[src/rtl/decode_top.sv]
// Registered instruction decoder: priority mask/match tables for short (12-bit) and long
// (24-bit) forms, expanding each instruction into up to two uop tags.

package uop_pkg;

    typedef enum logic [4:0] {
        UOP_INT_ALU            = 5'd0,
        UOP_PREFIX_SELECT      = 5'd1,
        UOP_PREFIX_CANCEL      = 5'd2,
        UOP_INT_SAT_ADD        = 5'd3,
        UOP_INT_SAT_SUB        = 5'd4,
        UOP_LD_U8              = 5'd5,
        UOP_ST_U8              = 5'd6,
        UOP_CSR_ALIAS_RD       = 5'd7,
        UOP_PACK_ADD_SAT       = 5'd8,
        UOP_PACK_SUB_SAT       = 5'd9,
        UOP_PACK_AVG           = 5'd10,
        UOP_PACK_MINMAX        = 5'd11,
        UOP_MEM_PREFETCH       = 5'd12,
        UOP_CAP_FENCE_PREFIX   = 5'd13,
        UOP_CAP_CLONE_RESTRICT = 5'd14,
        UOP_CAP_LOAN_END       = 5'd15,
        UOP_CAP_LOAN_BEGIN     = 5'd16,
        UOP_INT_BRANCH         = 5'd17,
        UOP_CAP_JUMP           = 5'd18,
        UOP_LINK               = 5'd19,
        UOP_CAP_RET            = 5'd20,
        UOP_LR128              = 5'd21,
        UOP_SC128              = 5'd22,
        UOP_CAS128             = 5'd23,
        UOP_ST128_MASK         = 5'd24
    } uop_tag_t;

endpackage

module decode_top
    import uop_pkg::*;
#(
    parameter int unsigned MAX_UOPS = 2
) (
    input  logic        clk_i,
    input  logic        rst_ni,
    input  logic [23:0] instr_i,
    input  logic        instr_is_long_i,
    output uop_tag_t    uop_tag0_o,
    output uop_tag_t    uop_tag1_o,
    output logic [1:0]  uop_count_o,
    output logic        match_valid_o
);

    logic [11:0] short_instr;
    logic        hit;
    logic        dual;
    uop_tag_t    hit_tag;

    logic        match_d, match_q;
    logic [1:0]  count_d, count_q;
    uop_tag_t    tag0_d, tag0_q;
    uop_tag_t    tag1_d, tag1_q;

    assign short_instr = instr_i[11:0];

    // Priority chains: earlier entries shadow later overlapping ones.
    always_comb begin
        hit     = 1'b1;
        dual    = 1'b0;
        hit_tag = UOP_INT_ALU;
        if (!instr_is_long_i) begin
            if ((short_instr & 12'hFFF) == 12'hE00) begin
                hit_tag = UOP_PREFIX_SELECT;
            end else if ((short_instr & 12'hFFF) == 12'hE07) begin
                hit_tag = UOP_PREFIX_CANCEL;
            end else if ((short_instr & 12'hF0F) == 12'hA00) begin
                hit_tag = UOP_INT_SAT_ADD;
            end else if ((short_instr & 12'hF0F) == 12'hA01) begin
                hit_tag = UOP_INT_SAT_SUB;
            end else if ((short_instr & 12'hF0F) == 12'h800) begin
                hit_tag = UOP_LD_U8;
            end else if ((short_instr & 12'hF0F) == 12'h801) begin
                hit_tag = UOP_ST_U8;
            end else if ((short_instr & 12'hFFF) == 12'hC02) begin
                hit_tag = UOP_CSR_ALIAS_RD;
            end else begin
                hit = 1'b0;
            end
        end else begin
            if ((instr_i & 24'hF000F0) == 24'h500000) begin
                hit_tag = UOP_PACK_ADD_SAT;
            end else if ((instr_i & 24'hF000F0) == 24'h500010) begin
                hit_tag = UOP_PACK_SUB_SAT;
            end else if ((instr_i & 24'hF000F0) == 24'h500020) begin
                hit_tag = UOP_PACK_AVG;
            end else if ((instr_i & 24'hF000F0) == 24'h500030) begin
                hit_tag = UOP_PACK_MINMAX;
            end else if ((instr_i & 24'hF00000) == 24'h600000) begin
                hit_tag = UOP_MEM_PREFETCH;
            end else if ((instr_i & 24'hF00000) == 24'h700000) begin
                hit_tag = UOP_CAP_FENCE_PREFIX;
            end else if ((instr_i & 24'hF00000) == 24'h800000) begin
                hit_tag = UOP_CAP_CLONE_RESTRICT;
            end else if ((instr_i & 24'hF00FFF) == 24'h900FF1) begin
                hit_tag = UOP_CAP_LOAN_END;
            end else if ((instr_i & 24'hF00000) == 24'h900000) begin
                hit_tag = UOP_CAP_LOAN_BEGIN;
            end else if ((instr_i & 24'hF00000) == 24'h300000) begin
                hit_tag = UOP_INT_BRANCH;
            end else if ((instr_i & 24'hF000F0) == 24'h400040) begin
                hit_tag = UOP_CAP_JUMP;
                dual    = 1'b1;
            end else if ((instr_i & 24'hF0000F) == 24'h200004) begin
                hit_tag = UOP_CAP_JUMP;
            end else if ((instr_i & 24'hF0000F) == 24'h200001) begin
                hit_tag = UOP_CAP_RET;
            end else if ((instr_i & 24'hF0000F) == 24'hC00000) begin
                hit_tag = UOP_LR128;
            end else if ((instr_i & 24'hF0000F) == 24'hC00001) begin
                hit_tag = UOP_SC128;
            end else if ((instr_i & 24'hF0000F) == 24'hC00002) begin
                hit_tag = UOP_CAS128;
            end else if ((instr_i & 24'hF0000F) == 24'hC00003) begin
                hit_tag = UOP_ST128_MASK;
            end else begin
                hit = 1'b0;
            end
        end
    end

    // The dual entry reports two uops even when the second slot cannot carry LINK.
    always_comb begin
        match_d = hit;
        count_d = 2'd0;
        tag0_d  = hit_tag;
        tag1_d  = UOP_INT_ALU;
        if (hit) begin
            count_d = dual ? 2'd2 : 2'd1;
            if (dual && (MAX_UOPS >= 2)) begin
                tag1_d = UOP_LINK;
            end
        end
    end

    always_ff @(posedge clk_i or negedge rst_ni) begin
        if (!rst_ni) begin
            match_q <= 1'b0;
            count_q <= 2'd0;
            tag0_q  <= UOP_INT_ALU;
            tag1_q  <= UOP_INT_ALU;
        end else begin
            match_q <= match_d;
            count_q <= count_d;
            tag0_q  <= tag0_d;
            tag1_q  <= tag1_d;
        end
    end

    assign match_valid_o = match_q;
    assign uop_count_o   = count_q;
    assign uop_tag0_o    = tag0_q;
    assign uop_tag1_o    = tag1_q;

endmodule

[config.mk]
export PLATFORM = sky130hd
export DESIGN_NAME = decode_top
export DESIGN_NICKNAME = d
export VERILOG_FILES = /design/src/rtl/decode_top.sv
export SDC_FILE = /design/constraint.sdc
export NUM_CORES = 1
export LEC_CHECK = 0
export CELL_PAD_IN_SITES_DETAIL_PLACEMENT = 2
export CELL_PAD_IN_SITES_GLOBAL_PLACEMENT = 2
export CORE_UTILIZATION = 22
export CTS_CLUSTER_DIAMETER = 120
export DETAILED_ROUTE_END_ITERATION = 16
export GPL_TIMING_DRIVEN = 0
export PLACE_DENSITY = 0.9
export SYNTH_ARGS = -nofsm -noshare
export SYNTH_HDL_FRONTEND = slang
export SYNTH_SLANG_ARGS = --single-unit
[constraint.sdc]
create_clock -name clk_i -period 1.35 [get_ports clk_i]
set_input_delay 0.27 -clock clk_i [delete_from_list [all_inputs] [get_ports clk_i]]
set_output_delay 0.27 -clock clk_i [all_outputs]
set_load 0.02 [all_outputs]
==> impl_metrics.json, run 1 <==
{
  "status": "finished, violations left",
  "violations": "negative setup slack",
  "drc": 0,
  "power_density_mw_per_mm2": 518,
  "grt_use_total": 0.189,
  "place.port_buffers": 25,
  "post-route-period-util": 1.08,
  "initial_core_util": 0.236,
  "mappedNetlistArea_um2": 806,
  "grt_pass1_vias": 1084,
  "antenna_cells": 0,
  "grt_pass1_wl_um": 5760,
  "startpoint_type": "primary input",
  "clk_transition_reported_paths_ns": 0.05,
  "yosys-top-cells-count": "10 x nand2_1, 8 x dfrtp_1, 6 x nor2_1, 5 x buf_4, 5 x nand3_1",
  "core_mm2": 0.00342,
  "routedWlPerCell_um": 20.4,
  "holdCritPathClass": "primary input to asynchronous set/reset pin",
  "crit_path_end_kind": "flip-flop",
  "synth_most_common_cell": "nand2_1",
  "p_total_mw": 0.792,
  "synth_top_cell_by_area": "dfrtp_1",
  "fin_ws_ns": -0.105,
  "cts.sinks": 8,
  "cts_hold_buf": 0,
  "final_nets": 179,
  "slew_headroom": 0.614,
  "rows": 21,
  "crit_path_start": "instr_i[5]",
  "die_w_um": 62.5,
  "irDropWorstVdd_uv": 150,
  "fmax_ghz": 0.687,
  "fin_util": 0.447,
  "numPlacedInstances": 174,
  "required_ns": 1.54,
  "setup_tns_ns": -0.203,
  "hpwlAfterDp_um": 2340,
  "place_area_mm2": 0.00114,
  "avgSynthCellArea_um2": 7.90,
  "power.leakage_nw": 0.670,
  "critPathMaxFanout": 4,
  "fin_crit_ns": 1.46,
  "boundaryPins": 40,
  "max_slew.worst_pin.slew_ns": 0.579,
  "firstDrtPassIters": 4,
  "die-area_mm2": 0.00391,
  "die_y_um": 62.5,
  "postLayoutCellArea_mm2": 0.00153,
  "h-tree-depth": 1,
  "synthArstFlopShare": 1.00,
  "worstSetupPathType": "primary input to flip-flop",
  "ys_seq_area_frac": 0.248,
  "grt_max_degree": 11,
  "yosysTopAreaCellShare": 0.248,
  "synth.area.top_cells": "dfrtp_1 25%, buf_4 4.7%, nand2_1 4.7%",
  "layout.cells.non_filler": 196,
  "rsz0062_at_grt": "yes",
  "wl_um": 3990,
  "cts_max_path_buffers": 2,
  "areaGrowthSynthToFinish_pct": 89.6,
  "gp_congestion": 0.835,
  "drt_iter0_markers": 12,
  "crit_arrival_ns": 1.64,
  "drive_gt1_frac": 0.520,
  "hold_violations": 0,
  "synth_flop_cell": "dfrtp_1",
  "via_per_inst": 5.13,
  "syn_inst": 102,
  "synth_edf_count": 0,
  "yosysUniqueCellTypes": 42,
  "antenna_found_initial": 0,
  "drv_cap": 0,
  "grt_overflow": 0,
  "synth-seq-cells": 8,
  "yosysWarningCount": 0,
  "setup_viol": 3,
  "root_buffer": "clkbuf_4",
  "finalMaxSlewViolations": 0,
  "num_vias": 1006,
  "detail-route-antenna-nets": 0,
  "cts_buffers": 3,
  "cts_tree": "done"
}
repair_timing:
action,in CTS,in global routing
setup endpoints to repair,19,7
setup buffers,8,11
pin swaps,15,14
gates resized for setup,88,34
sequential cells by signal, summed over array words and instances (netlist names):
signal / flops
uop_tag0_o: 5
match_valid_o: 1
uop_count_o: 1
uop_tag1_o: 1
where the power goes:
| group | switching, mW | total [mW] | internal, mW | leakage (nW) |
|---|---|---|---|---|
| sequential | 0.00297 | 0.255 | 0.252 | 0.106 |
| clock | 0.0781 | 0.180 | 0.101 | 0.0138 |
| combinational | 0.193 | 0.357 | 0.164 | 0.550 |
| total | 0.274 | 0.792 | 0.518 | 0.670 |
worst paths after layout:
kind | slack [ns] | end
worst max-delay path | -0.11 | uop_count_o[0]$_DFF_PN0_
worst min-delay path | 0.28 | uop_tag0_o[4]$_DFF_PN0_
max in group asynchronous | 0.83 | uop_count_o[0]$_DFF_PN0_
min in group clk_i | 0.48 | match_valid_o$_DFF_PN0_
cell type report:
class | count | area, um^2
plain buffers | 12 | 119
clock buffers | 3 | 22.5
fillers | 380 | 1890
inverters | 1 | 3.75
multi-input cells | 82 | 743
flip-flops and latches | 8 | 200
well taps | 46 | 57.6
repair buffers | 44 | 382
layout by cell type, fill, tap and decap left out, types with 2 or more instances in the layout:
| cell | synthesis | routed |
|---|---|---|
| buf_12 | 0 | 3 |
| buf_8 | 0 | 3 |
| o21a_1 | 2 | 2 |
| nand3b_1 | 4 | 4 |
| clkbuf_2 | 0 | 3 |
| clkdlybuf4s15_2 | 0 | 4 |
| dfrtp_1 | 8 | 8 |
| buf_2 | 3 | 4 |
| o21ai_0 | 2 | 2 |
| or3_1 | 3 | 3 |
| nor3_2 | 0 | 4 |
| nand3_1 | 5 | 5 |
| nor4b_4 | 0 | 2 |
| buf_4 | 5 | 25 |
| dlygate4sd2_1 | 0 | 9 |
| nand2b_1 | 2 | 2 |
| conb_1 | 1 | 2 |
| clkbuf_4 | 0 | 3 |
| xnor2_1 | 3 | 3 |
| nand2_1 | 10 | 7 |
| nor4_4 | 1 | 4 |
| nand4_1 | 2 | 2 |
| buf_6 | 0 | 2 |
| nor2b_4 | 0 | 3 |
| nand2_2 | 0 | 3 |
| o22ai_1 | 3 | 2 |
| nor2_1 | 6 | 5 |
critical path: stages:
cell	delay, ns
buf_12	0.11
buf_4	0.13
nor4_4	0.27
nor4b_4	0.36
a211oi_4	0.09
a32oi_2	0.24
nor2b_4	0.18
logic make-up after synthesis:
family	Yosys count	synth area share
buffers and inverters	13	0.0885
AO/OA/AOI/OAI	22	0.216
flip-flops	8	0.248
XOR/XNOR	3	0.0326
AND/OR/NAND/NOR	55	0.410
other	1	0.00465
routing by layer:
metal / track usage / vias up / part of all wire
met4: 0.0872 / 0 / 0.051
met2: 0.360 / 41 / 0.52
met5: 0 / - / 0
met3: 0.0237 / 16 / 0.046
met1: 0.204 / 481 / 0.38
li1: - / 468 / -
per-stage QoR:
step	setup WS, ns	hold slack, ns
5_1_grt	-0.171	0.311
3_5_place_dp	-1.13	0.561
6_report	-0.105	0.279
3_3_place_gp	-1.08	0.545
2_1_floorplan	-0.147	-0.0256
4_1_cts	-0.0614	0.285
No activity file was read; power rests on OpenSTA's default activity.
==> inputs of run 2 (changes only) <==
--- a/config.mk
+++ b/config.mk
@@ -7,6 +7,7 @@
 export LEC_CHECK = 0
 export CELL_PAD_IN_SITES_DETAIL_PLACEMENT = 2
 export CELL_PAD_IN_SITES_GLOBAL_PLACEMENT = 2
+export CORE_MARGIN = 3
 export CORE_UTILIZATION = 22
 export CTS_CLUSTER_DIAMETER = 120
 export DETAILED_ROUTE_END_ITERATION = 16
==> impl_metrics.json, run 2 (synthesized netlist as in run 1, its figures left out) <==
{
  "max_slew.worst_pin.slew_ns": 0.528,
  "irDropWorstVdd_uv": 179,
  "crit_path_end_kind": "flip-flop",
  "setup_tns_ns": -0.432,
  "wl_met1_um": 1460,
  "worstSetupPathType": "primary input to flip-flop",
  "cpPeakStageDelay_ns": 0.29,
  "holdCritPathClass": "primary input to asynchronous set/reset pin",
  "crit_arrival_ns": 1.67,
  "startpoint_type": "primary input",
  "root_buffer": "clkbuf_8",
  "drc": 0,
  "antenna_found_initial": 0,
  "grt_pass1_vias": 1172,
  "boundaryPins": 40,
  "fin_crit_ns": 1.56,
  "firstDrtPassIters": 4,
  "wl_met3_um": 164,
  "grt_overflow": 0,
  "final_cell_mix": "24 x buf_4, 9 x dlygate4sd2_1, 8 x dfrtp_1, 7 x nand2_1",
  "violations": "negative setup slack",
  "cts_buffers": 3,
  "final_nets": 179,
  "largest_reg_flops": 5,
  "detail-route-antenna-nets": 0,
  "routedWlPerCell_um": 20.4,
  "numPlacedInstances": 174,
  "required_ns": 1.45,
  "cts.sinks": 8,
  "crit_end": "uop_tag0_o[1]$_DFF_PN0_",
  "grt_max_degree": 11,
  "grt_pass1_wl_um": 6050,
  "initial_core_util": 0.234,
  "crit_path_start": "instr_i[5]",
  "hold_violations": 0,
  "power_density_mw_per_mm2": 580,
  "slew_headroom": 0.648,
  "cts_max_path_buffers": 2,
  "antenna_cells": 0,
  "die-area_mm2": 0.00442,
  "slowest_stage": "nor4_4",
  "layout.cells.non_filler": 196,
  "drive_gt1_frac": 0.493,
  "drt_iter0_markers": 38,
  "critPathMaxFanout": 4,
  "die_y_um": 66.5,
  "rows": 21,
  "h-tree-depth": 1,
  "areaGrowthSynthToFinish_pct": 88.5,
  "gp_congestion": 0.871,
  "top_layer": "met4",
  "clk_transition_reported_paths_ns": 0.04,
  "rsz0062_at_grt": "yes",
  "grt_use_total": 0.185,
  "crit_top_cell": "nor4_4",
  "finalMaxSlewViolations": 0,
  "cts_tree": "done",
  "drv_cap": 0,
  "die_w_um": 66.5,
  "layout_commonest_cell": "buf_4",
  "setup_viol": 4,
  "fmax_ghz": 0.640,
  "core_mm2": 0.00344,
  "status": "finished, violations left",
  "post-route-period-util": 1.16,
  "via_per_inst": 5.28,
  "crit_chain": "buf_12, nor4_4, nand3b_1, buf_4, nor4_4, o22ai_1, a32o_2",
  "wl_um": 4010,
  "dpl_worst_slack_ns": -1.22,
  "dr_wl_met2_um": 2210,
  "hpwlAfterDp_um": 2380,
  "place.port_buffers": 25,
  "num_vias": 1034,
  "fin_ws_ns": -0.211,
  "power.leakage_nw": 0.673
}
==> run 2: cell count changes in the layout (fill, tap and decap cells not counted), sizes merged <==
cell	change
buf	-2
clkbuf	+3
dlymetal6s2s	-1
==> run 2: worst min path at each step <==
| stage | slack (ns) | end | cells past startpoint |
|---|---|---|---|
| global placement | 0.55 | uop_tag0_o[1]$_DFF_PN0_ | 1 |
| finish | 0.32 | uop_tag0_o[0]$_DFF_PN0_ | 1 |
| floorplan | -0.03 | match_valid_o$_DFF_PN0_ | 0 |
| CTS | 0.32 | uop_tag0_o[0]$_DFF_PN0_ | 1 |
| global route | 0.33 | uop_tag0_o[4]$_DFF_PN0_ | 1 |
| detailed placement | 0.56 | uop_tag0_o[3]$_DFF_PN0_ | 1 |
==> run 2: what timing repair did <==
item	CTS	global route
pin swaps	18	12
hold buffers	0	0
buffers inserted	13	6
gates resized for setup	99	22
gates cloned	1	0
endpoints found under the setup margin	19	9
==> run 2: layer usage <==
layer	GRT usage	vias up
met2	0.356	47
met5	0	-
met3	0.0320	16
met4	0.0964	0
li1	-	470
met1	0.187	501
==> run 2: through the flow <==
step	cell area, um^2	hold slack (ns)	util	total power, mW
floorplan	837	-0.0256	-	0.394
global placement	1140	0.545	0.333	0.507
detailed placement	1140	0.559	0.333	0.517
CTS	1430	0.324	0.416	0.849
global route	1520	0.332	0.441	0.932
finish	1520	0.316	0.441	0.881
==> run 2: worst max-delay path, delay by kind of cell <==
family | cells | cell delay (ns)
and+or+nand+nor | 3 | 0.72
buffers and inverters | 2 | 0.30
AOI/OAI and AO/OA | 2 | 0.37
==> run 2: final cells by class <==
class                   count  area [um^2]
well taps                  46         57.6
multi-input cells          82          727
clock buffers               3         41.3
repair buffers             44          372
plain buffers              12          118
inverters                   1         3.75
fillers                   377         1920
flip-flops and latches      8          200
==> run 2: where the power goes <==
group | switching [mW] | leakage, nW | internal, mW
Combinational | 0.191 | 0.545 | 0.161
Clock | 0.0817 | 0.0216 | 0.192
Sequential | 0.00263 | 0.106 | 0.253
Total | 0.275 | 0.673 | 0.606
